==> config.mk <==
export PLATFORM = sky130hd
export DESIGN_NAME = morse_encoder
export DESIGN_NICKNAME = d
export VERILOG_FILES = /design/src/rtl/morse_encoder.sv
export SDC_FILE = /design/constraint.sdc
export NUM_CORES = 1
export LEC_CHECK = 0
export BUFFER_PORTS_ARGS = -buffer_cell sky130_fd_sc_hd__buf_2
export CORE_MARGIN = 1.5
export CORE_UTILIZATION = 45
export CTS_CLUSTER_DIAMETER = 40
export DETAILED_ROUTE_END_ITERATION = 7
export GPL_ROUTABILITY_DRIVEN = 0
export GPL_TIMING_DRIVEN = 0
export HOLD_SLACK_MARGIN = 0.05
export PLACE_DENSITY = 0.71
export SYNTH_ARGS = -nofsm -noshare
export SYNTH_HDL_FRONTEND = slang
export SYNTH_SLANG_ARGS = --single-unit
==> constraint.sdc <==
create_clock -name clk_100Mhz -period 3.63 [get_ports clk_100Mhz]
set_clock_uncertainty 0.05 [all_clocks]
set_input_delay 0.1815 -clock clk_100Mhz [delete_from_list [all_inputs] [get_ports clk_100Mhz]]
set_output_delay 0.1815 -clock clk_100Mhz [all_outputs]
set_load 0.005 [all_outputs]
==> src/rtl/morse_encoder.sv <==
// morse_encoder: keys one ASCII character per handshake out as International
// Morse on key_out, with all timing counted in clk_100Mhz ticks.
// Optional build macro: SIDETONE_EN adds a square-wave sidetone on tone_out
// while the key is down; without it tone_out is tied low.
module morse_encoder #(
    parameter int unsigned UNIT_TICKS       = 50_000_000,
    parameter int unsigned TONE_HALF_PERIOD = 50_000
) (
    input  logic       clk_100Mhz,
    input  logic       reset_n,
    input  logic [7:0] char_data,
    input  logic       char_valid,
    output logic       char_ready,
    output logic       key_out,
    output logic       busy,
    output logic       err_pulse,
    output logic       tone_out
);

    localparam int unsigned CW = $clog2(4 * UNIT_TICKS + 1);

    localparam logic [CW-1:0] DOT_LOAD  = CW'(UNIT_TICKS - 1);
    localparam logic [CW-1:0] DASH_LOAD = CW'(3 * UNIT_TICKS - 1);
    localparam logic [CW-1:0] CHAR_LOAD = CW'(3 * UNIT_TICKS - 1);
    localparam logic [CW-1:0] WORD_LOAD = CW'(4 * UNIT_TICKS - 1);

    typedef enum logic [2:0] {
        IDLE     = 3'd0,
        MARK     = 3'd1,
        ELEM_GAP = 3'd2,
        CHAR_GAP = 3'd3,
        WORD_GAP = 3'd4
    } state_t;

    // Code table entry: pat is left-aligned, pat[4] is sent first, 1 = dash.
    typedef struct packed {
        logic       ok;
        logic       space;
        logic [2:0] len;
        logic [4:0] pat;
    } code_t;

    function automatic code_t mk(input logic [2:0] l, input logic [4:0] p);
        code_t r;
        r.ok    = 1'b1;
        r.space = 1'b0;
        r.len   = l;
        r.pat   = p;
        return r;
    endfunction

    // Case-folded ASCII to Morse lookup; unsupported characters return ok = 0.
    function automatic code_t lookup(input logic [7:0] c);
        logic [7:0] u;
        code_t      r;
        r = '0;
        u = (c >= 8'h61 && c <= 8'h7a) ? c - 8'h20 : c;
        case (u)
            8'h20: begin r.ok = 1'b1; r.space = 1'b1; end
            8'h41: r = mk(3'd2, 5'b01000);   // A .-
            8'h42: r = mk(3'd4, 5'b10000);   // B -...
            8'h43: r = mk(3'd4, 5'b10100);   // C -.-.
            8'h44: r = mk(3'd3, 5'b10000);   // D -..
            8'h45: r = mk(3'd1, 5'b00000);   // E .
            8'h46: r = mk(3'd4, 5'b00100);   // F ..-.
            8'h47: r = mk(3'd3, 5'b11000);   // G --.
            8'h48: r = mk(3'd4, 5'b00000);   // H ....
            8'h49: r = mk(3'd2, 5'b00000);   // I ..
            8'h4a: r = mk(3'd4, 5'b01110);   // J .---
            8'h4b: r = mk(3'd3, 5'b10100);   // K -.-
            8'h4c: r = mk(3'd4, 5'b01000);   // L .-..
            8'h4d: r = mk(3'd2, 5'b11000);   // M --
            8'h4e: r = mk(3'd2, 5'b10000);   // N -.
            8'h4f: r = mk(3'd3, 5'b11100);   // O ---
            8'h50: r = mk(3'd4, 5'b01100);   // P .--.
            8'h51: r = mk(3'd4, 5'b11010);   // Q --.-
            8'h52: r = mk(3'd3, 5'b01000);   // R .-.
            8'h53: r = mk(3'd3, 5'b00000);   // S ...
            8'h54: r = mk(3'd1, 5'b10000);   // T -
            8'h55: r = mk(3'd3, 5'b00100);   // U ..-
            8'h56: r = mk(3'd4, 5'b00010);   // V ...-
            8'h57: r = mk(3'd3, 5'b01100);   // W .--
            8'h58: r = mk(3'd4, 5'b10010);   // X -..-
            8'h59: r = mk(3'd4, 5'b10110);   // Y -.--
            8'h5a: r = mk(3'd4, 5'b11000);   // Z --..
            8'h30: r = mk(3'd5, 5'b11111);   // 0 -----
            8'h31: r = mk(3'd5, 5'b01111);   // 1 .----
            8'h32: r = mk(3'd5, 5'b00111);   // 2 ..---
            8'h33: r = mk(3'd5, 5'b00011);   // 3 ...--
            8'h34: r = mk(3'd5, 5'b00001);   // 4 ....-
            8'h35: r = mk(3'd5, 5'b00000);   // 5 .....
            8'h36: r = mk(3'd5, 5'b10000);   // 6 -....
            8'h37: r = mk(3'd5, 5'b11000);   // 7 --...
            8'h38: r = mk(3'd5, 5'b11100);   // 8 ---..
            8'h39: r = mk(3'd5, 5'b11110);   // 9 ----.
            default: r = '0;
        endcase
        return r;
    endfunction

    state_t        state_q, state_d;
    logic [CW-1:0] cnt_q, cnt_d;
    logic [4:0]    shreg_q, shreg_d;
    logic [2:0]    elem_q, elem_d;
    logic          key_q, ready_q, busy_q, err_q;

    code_t code_c;
    logic  accept_c;

    assign code_c   = lookup(char_data);
    assign accept_c = char_valid && (state_q == IDLE);

    // Next-state, counter load and element sequencing.
    always_comb begin
        state_d = state_q;
        cnt_d   = (cnt_q != '0) ? cnt_q - CW'(1) : '0;
        shreg_d = shreg_q;
        elem_d  = elem_q;
        case (state_q)
            IDLE: begin
                if (accept_c && code_c.ok) begin
                    if (code_c.space) begin
                        state_d = WORD_GAP;
                        cnt_d   = WORD_LOAD;
                    end else begin
                        state_d = MARK;
                        cnt_d   = code_c.pat[4] ? DASH_LOAD : DOT_LOAD;
                        shreg_d = {code_c.pat[3:0], 1'b0};
                        elem_d  = code_c.len - 3'd1;
                    end
                end
            end
            MARK: begin
                if (cnt_q == '0) begin
                    if (elem_q == '0) begin
                        state_d = CHAR_GAP;
                        cnt_d   = CHAR_LOAD;
                    end else begin
                        state_d = ELEM_GAP;
                        cnt_d   = DOT_LOAD;
                    end
                end
            end
            ELEM_GAP: begin
                if (cnt_q == '0) begin
                    state_d = MARK;
                    cnt_d   = shreg_q[4] ? DASH_LOAD : DOT_LOAD;
                    shreg_d = {shreg_q[3:0], 1'b0};
                    elem_d  = elem_q - 3'd1;
                end
            end
            CHAR_GAP, WORD_GAP: begin
                if (cnt_q == '0) begin
                    state_d = IDLE;
                end
            end
            default: begin
                state_d = IDLE;
                cnt_d   = '0;
            end
        endcase
    end

    // State, counter and registered outputs.
    always_ff @(posedge clk_100Mhz) begin
        if (!reset_n) begin
            state_q <= IDLE;
            cnt_q   <= '0;
            shreg_q <= '0;
            elem_q  <= '0;
            key_q   <= 1'b0;
            ready_q <= 1'b1;
            busy_q  <= 1'b0;
            err_q   <= 1'b0;
        end else begin
            state_q <= state_d;
            cnt_q   <= cnt_d;
            shreg_q <= shreg_d;
            elem_q  <= elem_d;
            key_q   <= (state_d == MARK);
            ready_q <= (state_d == IDLE);
            busy_q  <= (state_d != IDLE);
            err_q   <= accept_c && !code_c.ok;
        end
    end

    assign char_ready = ready_q;
    assign key_out    = key_q;
    assign busy       = busy_q;
    assign err_pulse  = err_q;

`ifdef SIDETONE_EN
    localparam int unsigned TW = $clog2(TONE_HALF_PERIOD + 1);

    logic          tone_q;
    logic [TW-1:0] tcnt_q;

    // Sidetone: starts high on the first mark cycle, toggles every half-period.
    always_ff @(posedge clk_100Mhz) begin
        if (!reset_n || (state_d != MARK)) begin
            tone_q <= 1'b0;
            tcnt_q <= '0;
        end else if (!key_q) begin
            tone_q <= 1'b1;
            tcnt_q <= TW'(TONE_HALF_PERIOD - 1);
        end else if (tcnt_q == '0) begin
            tone_q <= ~tone_q;
            tcnt_q <= TW'(TONE_HALF_PERIOD - 1);
        end else begin
            tcnt_q <= tcnt_q - TW'(1);
        end
    end

    assign tone_out = tone_q;
`else
    assign tone_out = 1'b0;
`endif

endmodule

Word-level counts from Yosys, hierarchy flattened
Cells that the tools add are included.

Register bits after elaboration: 43. Input bits: 11. Output and inout bits: 5.

$add $sub $neg: 4. $lt $le $gt $ge: 2. Equality and inequality tests: 45. Mux-type cells: 27. Reduce and logical (&&, ||, !) cells: 15.

Operators with widths (number): case mux 8 bit (36 select lines) (1); two-way mux 28 bit (8); == test 8 x 7 -> 1 bit, second input constant (26); case mux 28 bit (4 select lines) (1); == test 8 x 6 -> 1 bit, second input constant (11); OR reduction 36 bit (1); zero test 28 bit (1); nonzero test 28 bit (1); subtractor 28 x 1 -> 28 bit, second input constant (1); two-way mux 3 bit (8); two-way mux 5 bit (3); case mux 3 bit (4 select lines) (1); case mux 5 bit (2 select lines) (1); zero test 3 bit (3); greater-or-equal comparator 8 x 7 -> 1 bit, second input constant (1); <= comparator 8 x 7 -> 1 bit, second input constant (1); two-way mux 8 bit (1); subtractor 8 x 6 -> 8 bit, second input constant (1); == test 3 x 1 -> 1 bit, second input constant (2); == test 3 x 2 -> 1 bit, second input constant (2); case mux 3 bit (2 select lines) (1); subtractor 3 x 1 -> 3 bit, second input constant (2); logical AND 1 bit (4); inequality test 2 bit, second input constant (2); other kinds (9) (9).

Logic depth before layout (Yosys ltp)
Depth in word-level cells: 10. Gate-level depth with buffers: 12. Depth with buffers taken out: 12.

Worst setup path before layout
Ideal clock, no wire load.

Path kind: flip-flop to flip-flop. From: register cnt_q[15]. To: register busy_q, in the netlist busy. Setup time: 127 ps. Data arrival time: 2535 ps. Required time: 3453 ps. Setup slack: 918 ps. Stages on the path, launching flop included: 10. Buffers on the path: 3. Clock period less this slack: 2712 ps. Path through: dfxtp_1 -> buf_6 -> or4_4 -> buf_6 -> or4_4 -> buf_6 -> o31ai_4 -> a21oi_1 -> o21ba_2 -> or3_1.

Word-level cells in the longest chain between the ends: 4. Elaborated cells on any way between the ends: 6.

RTL lines: start, declared (line 102) `logic [CW-1:0] cnt_q, cnt_d;`; start signal, assigned (line 177) `cnt_q <= cnt_d;`; zero test 28 bit (*) (line 134, 145, 153); two-way mux 3 bit, on equally long branches (line 153, 134, 145); case mux 3 bit (4 select lines) (*) (line 119) `case (state_q)`; nonzero test 3 bit (*) (line 182) `busy_q <= (state_d != IDLE);`; end signal, assigned (line 182); end, declared (line 105) `logic key_q, ready_q, busy_q, err_q;`.

Mark *: on every way between the ends. The rest lies on a longest branch, timed or not. A chain may end at the register's enable or synchronous reset.

Worst setup path in the final report
From: register cnt_q[2]. To: register cnt_q[22].

Word-level cells in the longest chain between the ends: 4. Elaborated cells on any way between the ends: 8.

RTL lines: subtractor 28 x 1 -> 28 bit / nonzero test 28 bit (equally long branches) (line 116) `cnt_d = (cnt_q != '0) ? cnt_q - CW'(1) : '0;`; two-way mux 28 bit (line 116); two-way mux 28 bit, on equally long branches (line 145, 121, 134); case mux 28 bit (4 select lines) (*) (line 119).

Marks and branches as above.

==> flow_results.xml <==
<?xml version="1.0" encoding="UTF-8"?>
<metrics>
  <group name="outcome">
    <metric name="outcome" unit="">finished, final reports clean</metric>
  </group>
  <group name="synthesis">
    <metric name="synthesis.nets" unit="">453</metric>
    <metric name="post_synth.cell_area_avg" unit="µm²">7.42</metric>
    <metric name="synthSimpleGateAreaFrac" unit="%">31.4</metric>
    <metric name="yosys_register_bits" unit="">42</metric>
    <metric name="synth_top_cells_by_area" unit="">sky130_fd_sc_hd__dfxtp_1 (26%), sky130_fd_sc_hd__a21oi_1 (6.0%), sky130_fd_sc_hd__nand2_1 (5.1%), sky130_fd_sc_hd__o21ai_0 (4.1%), sky130_fd_sc_hd__nor2_1 (3.9%)</metric>
    <metric name="synth_seq_area_share" unit="%">25.8</metric>
    <metric name="synth_compound_area_share" unit="%">28.8</metric>
    <metric name="yosys.area.top_type" unit="">sky130_fd_sc_hd__dfxtp_1</metric>
    <metric name="synth_cell_types" unit="">69</metric>
    <metric name="combinational_family_with_the_most_area_after_synthesis" unit="">simple AND/OR/NAND/NOR gates</metric>
    <metric name="async_flop_share" unit="%">0</metric>
    <metric name="synthesized_instance_count" unit="">439</metric>
    <metric name="post-synth-top-area-fraction" unit="%">25.8</metric>
    <metric name="synth-adder-area-share" unit="%">1.15</metric>
    <metric name="number_of_flops_mapped_to_enable_cells_by_yosys" unit="">0</metric>
    <metric name="yosys.area_share.xor_xnor" unit="%">5.91</metric>
    <metric name="synth_area" unit="mm²">0.00326</metric>
    <metric name="yosys_most_used_dff" unit="">sky130_fd_sc_hd__dfxtp_1</metric>
    <metric name="synth_mux_area_share" unit="%">1.23</metric>
    <metric name="yosys_warnings" unit="">0</metric>
  </group>
  <group name="pwr">
    <metric name="post-layout-total-power" unit="mW">2.40</metric>
    <metric name="p_leak" unit="nW">1.33</metric>
    <metric name="vdd_drop_max" unit="mV">0.341</metric>
    <metric name="power-per-cell-area" unit="mW/mm²">678</metric>
  </group>
  <group name="floorplan">
    <metric name="effective_utilization_at_floorplan" unit="%">47.2</metric>
    <metric name="fp.dieArea" unit="mm²">0.00776</metric>
    <metric name="fp.dieH" unit="µm">88.1</metric>
    <metric name="fp-row-count" unit="">30</metric>
    <metric name="floorplan.core_area" unit="mm²">0.00691</metric>
    <metric name="dieWidth" unit="µm">88.1</metric>
    <metric name="ios" unit="">16</metric>
  </group>
  <group name="grt">
    <metric name="grt_antenna_before_repair" unit="">0</metric>
    <metric name="grt_overflow" unit="">0</metric>
    <metric name="vias_in_the_first_global_route" unit="">3080</metric>
    <metric name="global_route_usage_over_all_layers" unit="%">24.1</metric>
    <metric name="globalRoute.busiestLayer" unit="">met1</metric>
    <metric name="grt_first_pass_wirelength" unit="mm">14.9</metric>
    <metric name="grt_util_met2" unit="%">35.9</metric>
    <metric name="global_route.usage.met1" unit="%">36.2</metric>
    <metric name="grt_util_met3" unit="%">3.49</metric>
    <metric name="maximum_number_of_pins_on_one_net_before_global_route_repair" unit="">14</metric>
  </group>
  <group name="worst_setup_path">
    <metric name="setup_crit_path_kind" unit="">reg -&gt; reg</metric>
    <metric name="cp-start-kind" unit="">flip-flop</metric>
    <metric name="critPathArrivalTime" unit="ps">3300</metric>
    <metric name="crit_required" unit="ps">3750</metric>
    <metric name="r2r_slack" unit="ps">450</metric>
    <metric name="endpoint_kind" unit="">flip-flop</metric>
    <metric name="highest_net_fanout_along_the_worst_path" unit="">10</metric>
  </group>
  <group name="route">
    <metric name="initialDrtViolationCount" unit="">503</metric>
    <metric name="post_dr_wirelength_cell" unit="µm">16.3</metric>
    <metric name="routed_vias" unit="">3543</metric>
    <metric name="avgViaCountPerCell" unit="">6.36</metric>
    <metric name="drt_first_pass_iters" unit="">5</metric>
    <metric name="antenna_violating_nets_post_route" unit="">0</metric>
    <metric name="wirelength" unit="mm">9.11</metric>
    <metric name="drt_drc_violations_left" unit="">0</metric>
  </group>
  <group name="clock_tree">
    <metric name="cts_tree" unit="">yes</metric>
    <metric name="cts-root-to-sink-buffers" unit="">2</metric>
    <metric name="insertion_delay" unit="ps">300</metric>
    <metric name="tritoncts_buffers" unit="">5</metric>
    <metric name="cts_max_level" unit="">2</metric>
    <metric name="post_cts_resize_count" unit="">0</metric>
    <metric name="clkTransAtPathRegs" unit="ps">90</metric>
    <metric name="cts.repair_timing.setup_buffer_count" unit="">0</metric>
    <metric name="clock_sink_count" unit="">42</metric>
    <metric name="clockRootBuffer" unit="">sky130_fd_sc_hd__clkbuf_8</metric>
    <metric name="ctsHoldBuffers" unit="">0</metric>
  </group>
  <group name="min_path">
    <metric name="hold_path.class" unit="">in -&gt; reg</metric>
  </group>
  <group name="sta">
    <metric name="least_margin_pin_slew" unit="ps">907</metric>
    <metric name="final_max_slew_viol_count" unit="">0</metric>
    <metric name="setup-tns-final" unit="ps">0</metric>
    <metric name="hold_ws" unit="ps">191</metric>
    <metric name="timing.final.crit_share" unit="%">87.6</metric>
    <metric name="grt_setup_unrepaired" unit="">false</metric>
    <metric name="max_clock_freq" unit="GHz">0.314</metric>
    <metric name="slew-limit-headroom" unit="%">39.4</metric>
    <metric name="finalCriticalPeriod" unit="ps">3180</metric>
    <metric name="report.final.hold_viol_count" unit="">0</metric>
    <metric name="setup_viol" unit="">0</metric>
  </group>
  <group name="finish">
    <metric name="fin_util" unit="%">51.3</metric>
    <metric name="antennaDiodeCount" unit="">0</metric>
    <metric name="layout_commonest_cell" unit="">sky130_fd_sc_hd__nand2_1</metric>
    <metric name="n_fill_cell" unit="">715</metric>
    <metric name="final_cell_mix" unit="">sky130_fd_sc_hd__nand2_1 (44), sky130_fd_sc_hd__dfxtp_1 (42), sky130_fd_sc_hd__a21oi_1 (39)</metric>
    <metric name="final-instance-count-excl-fill" unit="">557</metric>
    <metric name="post_route_cells_drive_above_1_share" unit="%">8.89</metric>
    <metric name="signed_area_change_from_the_synthesized_netlist_to_the_final_layout" unit="%">8.75</metric>
    <metric name="design.final.nets" unit="">474</metric>
  </group>
  <group name="flow_run">
    <metric name="maxCapViolations" unit="">0</metric>
  </group>
  <group name="placement">
    <metric name="post-dp-hpwl" unit="mm">6.49</metric>
    <metric name="io_buffer_count" unit="">14</metric>
    <metric name="number_of_instances_in_the_placed_design" unit="">549</metric>
  </group>
</metrics>
## cell families after synthesis
kind of cell             after synthesis
other                                  1
buffers and inverters                 41
AO/OA/AOI/OAI                        138
adder cells (fa/ha/maj)                3
XOR/XNOR                              22
flip-flops                            42
AND/OR/NAND/NOR                      188
multiplexers                           4
## area by class of cell
cell class / instances / area, µm² / area share (%)
well taps: 96 / 120 / 3.39
plain buffers: 30 / 144 / 4.06
flip-flops and latches: 42 / 841 / 23.7
inverters: 11 / 41.3 / 1.16
multi-input cells: 356 / 2230 / 63.0
repair buffers: 14 / 70.1 / 1.98
clock buffers: 7 / 86.3 / 2.44
clock inverters: 1 / 8.76 / 0.247
## worst paths after layout
path,startpoint,endpoint,cells past startpoint
min reg2reg,shreg_q[3],shreg_q[4],2
max reg2reg,cnt_q[2],cnt_q[22],8
max,cnt_q[2],cnt_q[22],8
min,reset_n,state_q[1],2
## registers in the layout (all words and copies together), names as in the netlist
name	flops
shreg_q	4
elem_q	3
err_pulse	1
busy	1
cnt_q	28
key_out	1
char_ready	1
state_q	3
## metrics by stage
step	area (µm²)	worst slack, ps
floorplan	3260	918
global placement	3450	523
detailed placement	3450	476
CTS	3540	527
global route	3540	201
finish	3540	449
## report_power, final
group,total (mW),leakage (nW),switching (mW),internal [mW]
sequential,0.746,0.344,0.153,0.593
combinational,1.33,0.935,0.775,0.556
clock,0.324,0.0489,0.167,0.157
total,2.40,1.33,1.10,1.31
## synth_stat cells, drive strengths merged (4+ instances only)
cell type and count:
nand2 44, dfxtp 42, a21oi 39, nor2 34, o21ai 28, clkbuf 24, nor3 19, nand3 13
nor4 13, or4 13, xnor2 13, inv 11, o31ai 10, nand2b 9, xor2 9, or3 7
buf 6, o211ai 6, o22ai 6, a211oi 5, a31oi 5, o21a 5, and3 4, mux2i 4
nand4 4, nor2b 4, nor3b 4, o2111ai 4
## layer usage
metal	wire (µm)	share of wire, %
met4	119	1.3
met5	0	0
met2	3970	44
met3	766	8.4
met1	4250	47
## worst max-delay path: stages, from the launching register on
cell and delay (ps):
sky130_fd_sc_hd__dfxtp_1 370, sky130_fd_sc_hd__nor4_1 770, sky130_fd_sc_hd__and4b_1 410, sky130_fd_sc_hd__and4_1 210, sky130_fd_sc_hd__clkbuf_1 400, sky130_fd_sc_hd__a31oi_1 280
sky130_fd_sc_hd__clkbuf_1 310, sky130_fd_sc_hd__a21oi_1 200, sky130_fd_sc_hd__nor2_1 50
Power figures use the tool's default switching activity.
